`config.mk`:
```
export PLATFORM = sky130hd
export DESIGN_NAME = servo_ramp_controller_flat
export DESIGN_NICKNAME = d
export VERILOG_FILES = /design/src/rtl/servo_ramp_controller_if.sv /design/src/rtl/servo_ramp_controller.sv /design/src/flat_wrapper.sv
export SDC_FILE = /design/constraint.sdc
export NUM_CORES = 1
export LEC_CHECK = 0
export BUFFER_PORTS_ARGS = -buffer_cell sky130_fd_sc_hd__buf_2
export CORE_MARGIN = 3
export CORE_UTILIZATION = 36
export DETAILED_ROUTE_END_ITERATION = 8
export PLACE_DENSITY_LB_ADDON = 0.3
export SYNTH_ARGS = -nofsm -noshare
export SYNTH_HDL_FRONTEND = slang
export SYNTH_SLANG_ARGS = --single-unit
```
`constraint.sdc`:
```
create_clock -name clk -period 10.7 [get_ports clk]
set_clock_uncertainty 0.15 [all_clocks]
set_input_delay 2.14 -clock clk [delete_from_list [all_inputs] [get_ports clk]]
set_output_delay 2.14 -clock clk [all_outputs]
set_load 0.02 [all_outputs]
```
`src/rtl/servo_ramp_controller_if.sv`:
```
// Command port for servo_ramp_controller.
// One valid/ready transfer writes the target duty of one servo channel.
// The master drives valid/channel/duty; the slave (the controller) drives ready.
interface servo_ramp_controller_if #(
  parameter int CH_W   = 1,
  parameter int DUTY_W = 10
);
  logic              cmd_valid;
  logic              cmd_ready;
  logic [CH_W-1:0]   cmd_ch;
  logic [DUTY_W-1:0] cmd_duty;

  modport master (
    output cmd_valid,
    output cmd_ch,
    output cmd_duty,
    input  cmd_ready
  );

  modport slave (
    input  cmd_valid,
    input  cmd_ch,
    input  cmd_duty,
    output cmd_ready
  );
endinterface

```
`src/rtl/servo_ramp_controller.sv`:
```
// servo_ramp_controller: multi-channel hobby-servo PWM generator.
// A prescaler (pre_cnt) and a unit counter (unit_cnt) define one frame of
// PERIOD_UNITS duty units. Each channel's applied duty (cur) moves toward
// its commanded target (tgt) by at most STEP units, and only on the last
// cycle of a frame, so every pulse is emitted with a single consistent duty.
// Commands are refused on that last cycle so a target write never collides
// with a ramp update.
// Optional feature macro: SERVO_NEUTRAL_TIMEOUT_EN. When defined, all
// targets fall back to NEUTRAL_DUTY after TIMEOUT_FRAMES frames without an
// accepted command.
module servo_ramp_controller #(
  parameter int NUM_CH       = 2,
  parameter int CH_W         = 1,
  parameter int DUTY_W       = 10,
  parameter int UNIT_CYCLES  = 1000,
  parameter int PERIOD_UNITS = 1000,
  parameter int NEUTRAL_DUTY = 75,
  parameter int MIN_DUTY     = 50,
  parameter int MAX_DUTY     = 100,
  parameter int STEP         = 4
`ifdef SERVO_NEUTRAL_TIMEOUT_EN
  ,
  parameter int TIMEOUT_FRAMES = 50
`endif
) (
  input  logic                   clk,
  input  logic                   reset_n,
  input  logic                   enable,
  servo_ramp_controller_if.slave cmd,
  output logic [NUM_CH-1:0]      servo_pwm,
  output logic                   frame_tick,
  output logic                   busy
);

  localparam int PRE_W  = (UNIT_CYCLES > 1) ? $clog2(UNIT_CYCLES) : 1;
  localparam int UNIT_W = (PERIOD_UNITS > 1) ? $clog2(PERIOD_UNITS) : 1;

  localparam logic [PRE_W-1:0]  PRE_LAST  = PRE_W'(UNIT_CYCLES - 1);
  localparam logic [UNIT_W-1:0] UNIT_LAST = UNIT_W'(PERIOD_UNITS - 1);

  localparam logic [DUTY_W-1:0] NEUTRAL_D = DUTY_W'(NEUTRAL_DUTY);
  localparam logic [DUTY_W-1:0] MIN_D     = DUTY_W'(MIN_DUTY);
  localparam logic [DUTY_W-1:0] MAX_D     = DUTY_W'(MAX_DUTY);
  localparam logic [DUTY_W-1:0] STEP_D    = DUTY_W'(STEP);
  localparam logic [31:0]       STEP_U    = 32'(STEP);

  logic [PRE_W-1:0]  pre_cnt_q, pre_cnt_d;
  logic [UNIT_W-1:0] unit_cnt_q, unit_cnt_d;

  logic [NUM_CH-1:0][DUTY_W-1:0] tgt_q, tgt_d;
  logic [NUM_CH-1:0][DUTY_W-1:0] cur_q, cur_d;

  logic [NUM_CH-1:0] pwm_q, pwm_d;
  logic              frame_tick_q, frame_tick_d;
  logic              busy_q, busy_d;

  logic fe;
  logic accept;
  logic timeout_hit;

  // Commanded duty is limited to the servo's safe mechanical range.
  function automatic logic [DUTY_W-1:0] clamp_duty(input logic [DUTY_W-1:0] d_val);
    logic [DUTY_W-1:0] res;
    res = d_val;
    if (d_val < MIN_D) begin
      res = MIN_D;
    end else if (d_val > MAX_D) begin
      res = MAX_D;
    end
    return res;
  endfunction

  // One ramp step toward the target. The gap is always formed as
  // larger-minus-smaller, and landing exactly on the target when the gap is
  // within STEP means the result can never overshoot or wrap.
  function automatic logic [DUTY_W-1:0] ramp_step(input logic [DUTY_W-1:0] c_val,
                                                  input logic [DUTY_W-1:0] t_val);
    logic [DUTY_W-1:0] gap;
    logic [DUTY_W-1:0] res;
    res = c_val;
    gap = '0;
    if (c_val < t_val) begin
      gap = t_val - c_val;
      res = (32'(gap) > STEP_U) ? (c_val + STEP_D) : t_val;
    end else if (c_val > t_val) begin
      gap = c_val - t_val;
      res = (32'(gap) > STEP_U) ? (c_val - STEP_D) : t_val;
    end
    return res;
  endfunction

  // Frame end only exists while pulses are being generated, so a disabled
  // block neither ramps nor refuses commands.
  assign fe = enable && (pre_cnt_q == PRE_LAST) && (unit_cnt_q == UNIT_LAST);

  assign cmd.cmd_ready = reset_n && !fe;
  assign accept        = cmd.cmd_valid && cmd.cmd_ready;

  // Prescaler and unit counter; forced to zero while disabled so the first
  // enabled cycle starts a fresh frame at unit 0.
  always_comb begin
    pre_cnt_d  = pre_cnt_q;
    unit_cnt_d = unit_cnt_q;
    if (!enable) begin
      pre_cnt_d  = '0;
      unit_cnt_d = '0;
    end else if (pre_cnt_q == PRE_LAST) begin
      pre_cnt_d = '0;
      if (unit_cnt_q == UNIT_LAST) begin
        unit_cnt_d = '0;
      end else begin
        unit_cnt_d = unit_cnt_q + UNIT_W'(1);
      end
    end else begin
      pre_cnt_d = pre_cnt_q + PRE_W'(1);
    end
  end

`ifdef SERVO_NEUTRAL_TIMEOUT_EN
  localparam int TO_W = (TIMEOUT_FRAMES > 0) ? $clog2(TIMEOUT_FRAMES + 1) : 1;
  localparam logic [TO_W-1:0] TO_LIMIT = TO_W'(TIMEOUT_FRAMES);
  localparam logic [TO_W-1:0] TO_PRE   = TO_W'(TIMEOUT_FRAMES - 1);

  logic [TO_W-1:0] to_cnt_q, to_cnt_d;

  // Frames since the last accepted command; saturates at the limit and fires
  // the neutral fallback only on the frame end that reaches it.
  always_comb begin
    to_cnt_d    = to_cnt_q;
    timeout_hit = 1'b0;
    if (accept) begin
      to_cnt_d = '0;
    end else if (fe && (to_cnt_q != TO_LIMIT)) begin
      to_cnt_d = to_cnt_q + TO_W'(1);
      if (to_cnt_q == TO_PRE) begin
        timeout_hit = 1'b1;
      end
    end
  end

  // Timeout frame counter register.
  always_ff @(posedge clk) begin
    if (!reset_n) begin
      to_cnt_q <= '0;
    end else begin
      to_cnt_q <= to_cnt_d;
    end
  end
`else
  assign timeout_hit = 1'b0;
`endif

  // Target writes from the command port and per-frame ramping of the applied
  // duty; channel numbers with no matching channel are simply dropped.
  always_comb begin
    tgt_d = tgt_q;
    cur_d = cur_q;
    if (fe) begin
      for (int i = 0; i < NUM_CH; i++) begin
        cur_d[i] = ramp_step(cur_q[i], tgt_q[i]);
      end
    end
    for (int i = 0; i < NUM_CH; i++) begin
      if (accept && (cmd.cmd_ch == CH_W'(i))) begin
        tgt_d[i] = clamp_duty(cmd.cmd_duty);
      end
    end
    if (timeout_hit) begin
      tgt_d = {NUM_CH{NEUTRAL_D}};
    end
  end

  // Pulse outputs, frame tick and busy flag, all computed for registering.
  always_comb begin
    pwm_d        = '0;
    busy_d       = 1'b0;
    frame_tick_d = fe;
    for (int i = 0; i < NUM_CH; i++) begin
      pwm_d[i] = enable && (32'(unit_cnt_q) < 32'(cur_q[i]));
      if (cur_d[i] != tgt_d[i]) begin
        busy_d = 1'b1;
      end
    end
  end

  // State register with synchronous active-low reset to neutral duty.
  always_ff @(posedge clk) begin
    if (!reset_n) begin
      pre_cnt_q    <= '0;
      unit_cnt_q   <= '0;
      tgt_q        <= {NUM_CH{NEUTRAL_D}};
      cur_q        <= {NUM_CH{NEUTRAL_D}};
      pwm_q        <= '0;
      frame_tick_q <= 1'b0;
      busy_q       <= 1'b0;
    end else begin
      pre_cnt_q    <= pre_cnt_d;
      unit_cnt_q   <= unit_cnt_d;
      tgt_q        <= tgt_d;
      cur_q        <= cur_d;
      pwm_q        <= pwm_d;
      frame_tick_q <= frame_tick_d;
      busy_q       <= busy_d;
    end
  end

  assign servo_pwm  = pwm_q;
  assign frame_tick = frame_tick_q;
  assign busy       = busy_q;

endmodule

```
`src/flat_wrapper.sv`:
```
// flat-port wrapper written by rule: the top's interface ports become plain ports
module servo_ramp_controller_flat 
#(
  parameter int NUM_CH       = 2,
  parameter int CH_W         = 1,
  parameter int DUTY_W       = 10,
  parameter int UNIT_CYCLES  = 1000,
  parameter int PERIOD_UNITS = 1000,
  parameter int NEUTRAL_DUTY = 75,
  parameter int MIN_DUTY     = 50,
  parameter int MAX_DUTY     = 100,
  parameter int STEP         = 4

)
  (clk, reset_n, enable, servo_pwm, frame_tick, busy, cmd_cmd_valid, cmd_cmd_ch, cmd_cmd_duty, cmd_cmd_ready);
  servo_ramp_controller_if #(.CH_W(CH_W), .DUTY_W(DUTY_W)) cmd_i ();
  input  logic clk;
  input  logic reset_n;
  input  logic enable;
  output logic [NUM_CH-1:0] servo_pwm;
  output logic frame_tick;
  output logic busy;
  input wire logic [$bits(cmd_i.cmd_valid)-1:0] cmd_cmd_valid;
  input wire logic [$bits(cmd_i.cmd_ch)-1:0] cmd_cmd_ch;
  input wire logic [$bits(cmd_i.cmd_duty)-1:0] cmd_cmd_duty;
  output wire logic [$bits(cmd_i.cmd_ready)-1:0] cmd_cmd_ready;
  assign cmd_i.cmd_valid = cmd_cmd_valid;
  assign cmd_i.cmd_ch = cmd_cmd_ch;
  assign cmd_i.cmd_duty = cmd_cmd_duty;
  assign cmd_cmd_ready = cmd_i.cmd_ready;
  servo_ramp_controller #(.NUM_CH(NUM_CH), .CH_W(CH_W), .DUTY_W(DUTY_W), .UNIT_CYCLES(UNIT_CYCLES), .PERIOD_UNITS(PERIOD_UNITS), .NEUTRAL_DUTY(NEUTRAL_DUTY), .MIN_DUTY(MIN_DUTY), .MAX_DUTY(MAX_DUTY), .STEP(STEP)) u_core (.clk(clk), .reset_n(reset_n), .enable(enable), .cmd(cmd_i), .servo_pwm(servo_pwm), .frame_tick(frame_tick), .busy(busy));
endmodule
```
* Yosys cells after proc, flatten, opt, wreduce, memory -nomap -nowiden *
Index checks and enable logic that the tools add are counted.

word-level totals
  logic and storage cells = 65
  bits of input ports = 15
  flip-flop bits (word level) = 64
  output and inout bits = 5

operators by class
  add/sub/neg operators = 10
  order comparisons = 12
  reductions and logical operators = 11
  mux-type cells = 16
  eq/ne operators = 4
  bitwise operators = 3

operator list
  operator                                                                           count
  10-bit two-way mux                                                                 13
  10-bit by 3-bit greater-than comparator with 1-bit output (second input constant)  4
  10-bit less-than comparator                                                        4
  10-bit subtractor                                                                  4
  10-bit by 1-bit adder with 10-bit output (second input constant)                   2
  10-bit by 3-bit adder with 10-bit output (second input constant)                   2
  10-bit == test (second input constant)                                             2
  10-bit greater-than comparator                                                     2
  20-bit two-way mux                                                                 1
  10-bit != test                                                                     2
  10-bit by 3-bit subtractor with 10-bit output (second input constant)              2
  10-bit by 7-bit greater-than comparator with 1-bit output (second input constant)  1
  10-bit by 6-bit less-than comparator with 1-bit output (second input constant)     1
  1-bit logical AND                                                                  8
  1-bit inverter                                                                     3
  3-bit OR reduction                                                                 1
  1-bit two-way mux                                                                  2
  2-bit AND reduction                                                                1
  1-bit zero test                                                                    1

* Depth between registers and ports, before layout *
Gate-level depths: netlist of the first run.

  word-level depth = 11
  depth in mapped cells = 18
  gate-level depth less buffers = 15

* Worst setup path after synthesis of the first run *
No wires, ideal clock.

  kind = input to output
  start = input port enable
  end = output port cmd_cmd_ready
  stages = 5
  path buffers = 1
  path slack = 5.224 ns
  arrival time = 3.186 ns
  required time = 8.410 ns
  path through = and2_1 -> nand3b_1 -> nor2_1 -> clkbuf_1 -> nor2_1

between the ends
  longest elaborated chain between the ends = 4

RTL lines
  what                            RTL line                     RTL
  start, declared                 flat_wrapper.sv:19           input logic enable;
  1-bit logical AND (2 in a row)  servo_ramp_controller.sv:94  assign fe = enable && (pre_cnt_q == PRE_LAST) && (unit_cnt_q == UNIT_LAST);
  1-bit zero test                 servo_ramp_controller.sv:96  assign cmd.cmd_ready = reset_n && !fe;
  1-bit logical AND               servo_ramp_controller.sv:96
  end, declared                   flat_wrapper.sv:26           output wire logic [$bits(cmd_i.cmd_ready)-1:0] cmd_cmd_ready;

Every way passes these cells.

* Final worst setup path of the first run *
  start = input port reset_n
  end = output port cmd_cmd_ready

between the ends
  longest elaborated chain between the ends = 1

RTL lines
  what               RTL line                     RTL
  start, declared    flat_wrapper.sv:18           input logic reset_n;
  1-bit logical AND  servo_ramp_controller.sv:96

Every way passes these cells.

==> impl_metrics.csv, run 1 <==
group,metric,value,unit
global_route,grt_max_degree,31,
setup_path,required,8.41,ns
floorplanning,start_util,37.4,%
global_route,grt_pass1_wl,34.0,mm
drt,route.detailed.drc,0,
global_route,antenna_found_initial,0,
run,cap_violations,0,
cts,clk_latency,0.33,ns
final_layout,n_fill_cell,1891,
logic_synthesis,synth-seq-area-share,18.8,%
logic_synthesis,synth_seq_cells,64,
place,io_buffer_count,19,
power_and_ir_drop,comb_power_share,23.0,%
final_layout,final_util,40.4,%
timing,period_share,56.4,%
floorplanning,die_area,0.0206,mm^2
floorplanning,die_w,144,um
logic_synthesis,ys.flop_type,"dfxtp_1",
cts,cts_setup_buffers,0,
power_and_ir_drop,seq_power_share,31.7,%
cts,cts_tree,"built",
hold_path,min_path_type,"register to register",
floorplanning,die_h,144,um
setup_path,critical_path.startpoint_type,"input pin",
logic_synthesis,avgSynthCellArea,7.50,um^2
drt,vias_per_cell,6.06,
cts,cts_max_path_buffers,2,
logic_synthesis,syn_inst,910,
logic_synthesis,synth_xor_area_share,5.63,%
logic_synthesis,synth_top_area_cell,"dfxtp_1",
final_layout,multi_input_area,0.00515,mm^2
power_and_ir_drop,leakage,3.05,nW
cts,cts_root_buf,"clkbuf_16",
setup_path,r2r_slack,5.45,ns
power_and_ir_drop,pwr_density_cell,105,mW/mm^2
setup_path,worstPathMaxFanout,30,
timing,finalSetupViolCount,0,
timing,fin_setup_tns,0,ns
drt,drtPass1Iterations,7,
final_layout,antenna_cells,0,
drt,ant_nets,0,
final_layout,drive_above_1_share,7.84,%
logic_synthesis,synth_compound_area_share,25.7,%
floorplanning,num_rows,49,
final_layout,nets,980,
logic_synthesis,synth_mux_area_share,4.03,%
global_route,grt_pass1_vias,6227,
timing,drv_slew,0,
place,hpwl,16.2,mm
logic_synthesis,synth_adder_area_share,12.0,%
timing,period_minus_slack,6.03,ns
logic_synthesis,yosysWarnings,0,
logic_synthesis,synthArstFlopShare,0,%
logic_synthesis,synth_top_family_by_area,"simple AND/OR/NAND/NOR gates",
logic_synthesis,yosys.area_share.simple,28.1,%
timing,rsz0062_at_grt,"no",
setup_path,critical_path_class,"input pin to output port",
drt,drt_iter0_drc,614,
timing,hold_viol,0,
power_and_ir_drop,power.internal,539,uW
run_status,outcome,"finished, final reports clean",
place,place_congestion,0.941,
timing,tightest_slew,1.14,ns
logic_synthesis,synthTopCellsByCount,"87 x nand2_1, 78 x nor2_1, 64 x dfxtp_1, 62 x ha_1, 52 x a21oi_1",
timing,max_freq,166,MHz
place,place_area,0.00703,mm^2
cts,path_clk_slew,0.06,ns
logic_synthesis,netlist_area,0.00682,mm^2
global_route,grtUsageTotal,20.5,%
final_layout,postLayoutCellArea,0.00738,mm^2
logic_synthesis,syn_nets,989,
logic_synthesis,synth_edf_count,0,
logic_synthesis,synth.distinct_cells,92,
cts,numCtsBuffers,9,
power_and_ir_drop,p_switching,237,uW
cts,ctsResizeCount,0,
global_route,grt_overflow_total,0,
drt,vias,6881,
power_and_ir_drop,swShare,30.5,%
drt,routedWlPerCell,18.6,um
power_and_ir_drop,ir_drop,0.0811,mV
floorplanning,coreArea,0.0183,mm^2
floorplanning,pin_count,20,
logic_synthesis,netlist.area_leader.share,18.8,%
logic_synthesis,synthTopCellsByArea,"dfxtp_1 19%, ha_1 11%, nand2_1 4.8%, nor2_1 4.3%, a21oi_1 3.8%",
timing,relSlewSlack,23.3,%
cts,clock_sinks,64,
logic_synthesis,yosysMostFrequentCell,"nand2_1",
setup_path,crit_arrival,3.75,ns
cts,postCtsHoldBufs,0,
final_layout,final-seq-area,0.00128,mm^2
final_layout,synthToLayoutAreaGrowth,8.16,%
drt,wirelength,21.1,mm
setup_path,endpoint_kind,"output port",
power_and_ir_drop,pwr-share-clk,45.3,%
cts,htreeDepth,3,
[power groups by stage]
stage	combinational [mW]	clock [mW]	sequential [mW]
2_1_floorplan	0.139	0	0.250
3_3_place_gp	0.175	0	0.251
3_5_place_dp	0.174	0	0.251
4_1_cts	0.175	0.356	0.246
5_1_grt	0.195	0.367	0.246
6_report	0.179	0.352	0.246
[state kept, by name, indices dropped and copies added (netlist names)]
signal and flops:
u_core.cur_q 20, u_core.busy 1, u_core.unit_cnt_q 10, u_core.frame_tick 1, u_core.tgt_q 20, u_core.servo_pwm 2
u_core.pre_cnt_q 10
[cell usage in the layout (no fill, tap or decap), types with 5 or more instances in the layout]
cell | Yosys | routed
or2_2 | 6 | 6
and2_1 | 7 | 7
a211oi_1 | 19 | 19
nor3b_1 | 5 | 5
o21ai_0 | 49 | 49
and3_1 | 16 | 16
nand3_1 | 41 | 41
a21oi_1 | 52 | 52
clkbuf_16 | 0 | 9
ha_1 | 62 | 62
a21o_1 | 13 | 13
o21a_1 | 7 | 7
buf_2 | 8 | 19
nor2b_1 | 17 | 17
nor3_1 | 28 | 28
o221ai_1 | 6 | 6
inv_1 | 49 | 49
xnor2_1 | 24 | 24
mux2i_1 | 23 | 23
or3_1 | 14 | 14
o211ai_1 | 10 | 10
nor2_1 | 78 | 78
nor4_1 | 5 | 5
o21ai_1 | 8 | 8
nand2b_1 | 19 | 19
nand4_1 | 11 | 11
and4_1 | 5 | 5
o31ai_1 | 6 | 6
a31oi_1 | 8 | 8
dfxtp_1 | 64 | 64
nand2_1 | 87 | 87
nand3b_1 | 7 | 7
xor2_1 | 18 | 18
[cells by family (layout without fill, tap and decap cells)]
| group | after synthesis | count (layout) |
|---|---|---|
| AND/OR/NAND/NOR | 366 | 366 |
| AO/OA/AOI/OAI | 252 | 252 |
| buffers and inverters | 94 | 90 |
| adder cells (fa/ha/maj) | 64 | 64 |
| flip-flops | 64 | 64 |
| XOR/XNOR | 43 | 43 |
| multiplexers | 27 | 27 |
[final cells by class]
| class | count | area share, % |
|---|---|---|
| well taps | 229 | 3.88 |
| flip-flops and latches | 64 | 17.4 |
| repair buffers | 22 | 1.59 |
| inverters | 52 | 2.64 |
| clock buffers | 9 | 3.05 |
| multi-input cells | 752 | 69.8 |
| clock inverters | 7 | 1.70 |
[path summary, 6_finish.rpt]
path | end | cells after the start | start
max | cmd_cmd_ready | 4 | reset_n
max reg2reg | u_core.busy | 14 | u_core.cur_q[12]
min reg2reg | u_core.pre_cnt_q[0] | 1 | u_core.pre_cnt_q[0]
min | u_core.pre_cnt_q[0] | 1 | u_core.pre_cnt_q[0]
[metrics by stage]
stage                     instances  setup slack, ns  power [mW]  hold slack (ns)
after floorplan                 910             5.22       0.389            0.291
after global placement         1119             4.64       0.426            0.312
after detailed placement       1119             4.66       0.425            0.319
after CTS                      1135             4.71       0.777            0.333
after global routing           1135             4.47       0.809            0.341
final                          1135             4.67       0.776            0.335
[worst max-delay path, stage by stage]
cell and delay [ns]:
buf_2 0.43, clkinv_1 0.64, nor2_1 0.32, buf_2 0.21
[layer usage]
layer  up-vias  GRT usage (%)  part of all wire [%]
li1       3325              -                     -
met1      3242           30.3                    48
met2       269           31.0                    43
met3        45           3.26                   6.6
met4         0           5.65                   2.2
met5         -              0                     0
(Power assumes the default switching activity.)
==> run 2, diff against run 1 <==
--- a/config.mk
+++ b/config.mk
@@ -5,6 +5,7 @@
 export SDC_FILE = /design/constraint.sdc
 export NUM_CORES = 1
 export LEC_CHECK = 0
+export ABC_AREA = 1
 export BUFFER_PORTS_ARGS = -buffer_cell sky130_fd_sc_hd__buf_2
 export CORE_MARGIN = 3
 export CORE_UTILIZATION = 36
==> constraint.sdc (replaced) <==
create_clock -name clk -period 5.3 [get_ports clk]
set_clock_uncertainty 0.15 [all_clocks]
set_input_delay 1.06 -clock clk [delete_from_list [all_inputs] [get_ports clk]]
set_output_delay 1.06 -clock clk [all_outputs]
set_load 0.02 [all_outputs]
==> impl_metrics.csv, run 2 <==
group,metric,value,unit
run_status,outcome,"finished, final reports clean",
global_route,antenna_found_initial,0,
cts,cts_max_path_buffers,2,
setup_path,worstPathMaxFanout,13,
timing,max_freq,258,MHz
setup_path,required,5.37,ns
drt,routedWlPerCell,13.5,um
power_and_ir_drop,pwr_density_cell,196,mW/mm^2
place,place_area,0.00715,mm^2
cts,cts_setup_buffers,0,
setup_path,critical_path.startpoint_type,"register",
cts,ctsResizeCount,0,
logic_synthesis,avgSynthCellArea,5.94,um^2
final_layout,drive_above_1_share,7.76,%
place,dp_slack,1.47,ns
timing,drv_slew,0,
logic_synthesis,synth_edf_count,0,
global_route,grtUsageTotal,18.4,%
timing,hold_viol,0,
logic_synthesis,syn_nets,1235,
timing,period_share,73.1,%
final_layout,postLayoutCellArea,0.00744,mm^2
final_layout,nets,1247,
final_layout,top_regs,"u_core.cur_q x20, u_core.tgt_q x20",
cts,htreeDepth,3,
floorplanning,die_w,144,um
logic_synthesis,netlist_area,0.00686,mm^2
final_layout,final_common_cell,"nand2_1",
setup_path,crit_arrival,3.94,ns
floorplanning,die_h,144,um
floorplanning,start_util,37.4,%
drt,vias_per_cell,5.06,
logic_synthesis,synthArstFlopShare,0,%
logic_synthesis,yosysMostFrequentCell,"nand2_1",
drt,ant_nets,0,
final_layout,final_util,40.6,%
logic_synthesis,synth_seq_cells,64,
timing,fin_setup_tns,0,ns
setup_path,critical_path_class,"register to register",
timing,period_minus_slack,3.87,ns
setup_path,r2r_cells,19,
hold_path,hold_depth,1,
drt,drt_iter0_drc,574,
timing,whs,0.298,ns
logic_synthesis,syn_inst,1156,
global_route,grt_pass1_vias,6297,
logic_synthesis,synth-seq-area-share,18.7,%
floorplanning,num_rows,49,
cts,postCtsHoldBufs,0,
global_route,grt_pass1_wl,31.0,mm
drt,vias,7097,
cts,cts_root_buf,"clkbuf_16",
hold_path,min_path_type,"register to register",
logic_synthesis,synth_top_area_cell,"nand2_1",
logic_synthesis,yosysWarnings,0,
final_layout,final_cell_mix,"360 x nand2_1, 165 x inv_1, 130 x nand3_1",
timing,rsz0062_at_grt,"no",
timing,tightest_slew,0.837,ns
place,place_congestion,0.934,
power_and_ir_drop,leakage,3.92,nW
drt,wirelength,19.0,mm
timing,finalSetupViolCount,0,
final_layout,synthToLayoutAreaGrowth,8.35,%
logic_synthesis,synthTopCellsByArea,"nand2_1 20%, dfxtp_1 19%, ha_1 11%, nand3_1 9.5%, inv_1 9.0%",
setup_path,endpoint_kind,"register",
cts,clock_sinks,64,
place,io_buffer_count,19,
drt,route.detailed.drc,0,
cts,path_clk_slew,0.06,ns
timing,relSlewSlack,43.8,%
floorplanning,pin_count,20,
floorplanning,coreArea,0.0183,mm^2
timing,layout_setup_ws,1.43,ns
cts,clk_latency,0.34,ns
logic_synthesis,ys.flop_type,"dfxtp_1",
logic_synthesis,netlist.area_leader.share,19.7,%
final_layout,antenna_cells,0,
cts,cts_tree,"built",
global_route,grt_overflow_total,0,
cts,numCtsBuffers,9,
run,cap_violations,0,
power_and_ir_drop,ir_drop,0.183,mV
global_route,grt_max_degree,27,
drt,drtPass1Iterations,5,
place,hpwl,15.3,mm
logic_synthesis,synth.distinct_cells,53,
floorplanning,die_area,0.0208,mm^2
logic_synthesis,synthTopCellsByCount,"360 x nand2_1, 165 x inv_1, 130 x nand3_1, 104 x nor2_1, 64 x dfxtp_1",
run 2: changes by cell type after synthesis, sizes merged, moves of 23 or more:
cell and change:
nand2 +281, nor2 +38, o21ai -26, inv +126, mux2i -23, nand3 +96
run 2: power breakdown:
part | internal, mW | switching, mW
clock network | 0.329 | 0.229
logic | 0.125 | 0.277
registers | 0.488 | 0.00571
total | 0.943 | 0.512
run 2: final timing paths:
path	startpoint	slack, ns	end
max reg2reg	u_core.cur_q[15]	1.43	u_core.busy
max	u_core.cur_q[15]	1.43	u_core.busy
min	u_core.pre_cnt_q[0]	0.30	u_core.pre_cnt_q[0]
min reg2reg	u_core.pre_cnt_q[0]	0.30	u_core.pre_cnt_q[0]
run 2: cells by family (layout without fill, tap and decap cells):
family                   after synthesis  after routing  synth area share, %
AND/OR/NAND/NOR                      697            697                 45.6
buffers and inverters                197            214                 11.2
AO/OA/AOI/OAI                        105            105                 8.93
adder cells (fa/ha/maj)               64             64                 11.9
flip-flops                            64             64                 18.7
XOR/XNOR                              29             29                 3.70
run 2: critical path, cell delays in order, from the launching register on:
cell	delay (ns)
dfxtp_1	0.46
inv_1	0.18
ha_1	0.44
a21oi_1	0.26
o21a_1	0.17
nand2_1	0.07
nand2_1	0.06
nand2_1	0.31
inv_1	0.42
nand2_1	0.22
o21ai_0	0.22
nor2_1	0.06
nand2_1	0.10
nand2_1	0.06
nand2_1	0.05
nand2_1	0.04
nor2_1	0.19
nand3_1	0.13
nor2_1	0.10
nor2_1	0.05
run 2: metrics by stage:
step	cells	total power [mW]
floorplan	1156	0.818
global placement	1386	0.903
detailed placement	1386	0.903
CTS	1402	1.47
global route	1402	1.55
finish	1402	1.45
run 2: layout make-up:
cell class / count / area, um^2
tap: 229 / 287
timing repair buffer: 20 / 103
fill: 1960 / 10900
inverter: 178 / 672
sequential: 64 / 1280
clock buffer: 10 / 239
clock inverter: 6 / 45.0
multi-input combinational: 895 / 4810
run 2: metal layers:
layer	share of wire (%)	track usage [%]	up-vias	wire (um)
li1	-	-	3737	-
met1	49	25.9	3150	9360
met2	44	29.4	183	8270
met3	5.2	3.01	27	980
met4	1.8	4.56	0	337
met5	0	0	-	0
==> run 3, diff against run 2 <==
==> constraint.sdc (replaced) <==
create_clock -name clk -period 3.9 [get_ports clk]
set_clock_uncertainty 0.15 [all_clocks]
set_input_delay 0.78 -clock clk [delete_from_list [all_inputs] [get_ports clk]]
set_output_delay 0.78 -clock clk [all_outputs]
set_load 0.02 [all_outputs]
==> impl_metrics.csv, run 3 (same netlist as run 2, synthesis figures left out) <==
group,metric,value,unit
drt,vias_per_cell,5.10,
timing,drv_slew,0,
cts,htreeDepth,3,
place,io_buffer_count,19,
cts,cts_tree,"built",
hold_path,min_path_type,"register to register",
run,cap_violations,0,
drt,drt_iter0_drc,575,
setup_path,critical_path.startpoint_type,"register",
setup_path,slowest_stage,"ha_2",
timing,layout_setup_ws,0.278,ns
drt,route.detailed.drc,0,
drt,drtPass1Iterations,5,
final_layout,multi_input_area,0.00484,mm^2
setup_path,crit_top_cell,"nand2_1",
timing,period_share,92.9,%
global_route,grt_busiest_layer,"met2",
timing,period_minus_slack,3.62,ns
setup_path,crit_arrival,3.68,ns
final_layout,nets,1256,
global_route,grt_overflow_total,0,
drt,wirelength,19.5,mm
cts,path_clk_slew,0.06,ns
timing,tightest_slew,0.896,ns
timing,relSlewSlack,39.9,%
cts,cts_setup_buffers,0,
place,hpwl,15.4,mm
setup_path,critical_path_class,"register to register",
setup_path,path_cells,"inv_1, ha_2, nand2_1, nor2_2, nand3_1, nand3_1, nand2_1, nor2_2, nand3_4, nand2_1, nand3_1, nand2_1, nand2_1, nand2_1, nand4_1, nor2_1, nand3_1, nor2_1, nor2_1",
hold_path,hp-start,"u_core.pre_cnt_q[0]",
setup_path,endpoint_kind,"register",
floorplanning,die_h,144,um
final_layout,final-seq-area,0.00128,mm^2
final_layout,final_common_cell,"nand2_1",
setup_path,required,3.96,ns
cts,cts_max_path_buffers,2,
place,dp_slack,0.132,ns
global_route,grt_pass1_wl,32.5,mm
floorplanning,die_w,144,um
final_layout,n_fill_cell,1983,
global_route,grt_pass1_vias,6578,
final_layout,synthToLayoutAreaGrowth,10.0,%
floorplanning,coreArea,0.0183,mm^2
drt,vias,7203,
power_and_ir_drop,pwr_density_cell,275,mW/mm^2
floorplanning,num_rows,49,
timing,max_freq,276,MHz
place,place_area,0.00722,mm^2
global_route,grt_util_met3,2.71,%
power_and_ir_drop,ir_drop,0.191,mV
global_route,grtUsageMet2,30.7,%
timing,finalSetupViolCount,0,
final_layout,top_regs,"u_core.cur_q x20, u_core.tgt_q x20",
drt,ant_nets,0,
global_route,grtUsageMet1,27.9,%
final_layout,postLayoutCellArea,0.00755,mm^2
run_status,outcome,"finished, final reports clean",
place,place_congestion,0.925,
cts,ctsResizeCount,0,
cts,clk_latency,0.34,ns
cts,numCtsBuffers,9,
global_route,grtUsageTotal,19.3,%
setup_path,setup.worst_path.start,"u_core.cur_q[15]",
floorplanning,start_util,37.4,%
final_layout,final_cell_mix,"360 x nand2_1, 165 x inv_1, 130 x nand3_1",
power_and_ir_drop,leakage,3.97,nW
final_layout,antenna_cells,0,
setup_path,critical-path-max-stage-delay,0.44,ns
floorplanning,pin_count,20,
cts,cts_root_buf,"clkbuf_16",
timing,hold_viol,0,
global_route,grt_max_degree,27,
floorplanning,die_area,0.0208,mm^2
cts,postCtsHoldBufs,0,
drt,routedWlPerCell,13.8,um
cts,clock_sinks,64,
setup_path,worstReg2RegStart,"u_core.cur_q[15]",
global_route,antenna_found_initial,0,
setup_path,worstPathMaxFanout,12,
final_layout,drive_above_1_share,9.14,%
-- run 3: routing by layer --
metal  vias up  wire (um)
li1       3752          -
met1      3276       9880
met2       162       8540
met3        13        893
met4         0        184
met5         -          0
-- run 3: worst paths after layout --
path	end	slack [ns]	depth (start not counted)
hold / removal	u_core.pre_cnt_q[0]	0.30	1
setup / recovery	u_core.busy	0.28	19
hold reg to reg	u_core.pre_cnt_q[0]	0.30	1
setup reg to reg	u_core.busy	0.28	19
-- run 3: where the power goes --
group	total, mW	switching, mW	internal (mW)	leakage, nW
clock	0.834	0.320	0.514	0.139
combinational	0.572	0.390	0.182	3.31
sequential	0.671	0.00786	0.664	0.519
-- run 3: layout make-up --
class,instances,share of cell area (%)
clock buffer,12,3.26
sequential,64,17.0
multi-input combinational,895,64.1
clock inverter,4,0.713
tap,229,3.79
timing repair buffer,29,2.25
inverter,178,8.90
-- run 3: through the flow --
| stage | hold slack, ns | utilization [%] | power (mW) | setup TNS [ns] | instances |
|---|---|---|---|---|---|
| floorplan | 0.268 | - | 1.11 | 0 | 1156 |
| global placement | 0.285 | 39.4 | 1.24 | 0 | 1395 |
| detailed placement | 0.293 | 39.4 | 1.24 | 0 | 1395 |
| CTS | 0.306 | 41.0 | 2.09 | 0 | 1411 |
| global route | 0.328 | 41.2 | 2.19 | -0.0127 | 1411 |
| finish | 0.304 | 41.2 | 2.08 | 0 | 1411 |
-- run 3: worst max-delay path, delay by kind of cell, from the launching register on --
kind / cells / cell delay, ns
buffers and inverters: 1 / 0.18
and+or+nand+nor: 17 / 2.29
adders and majority gates: 1 / 0.44
DFF: 1 / 0.43
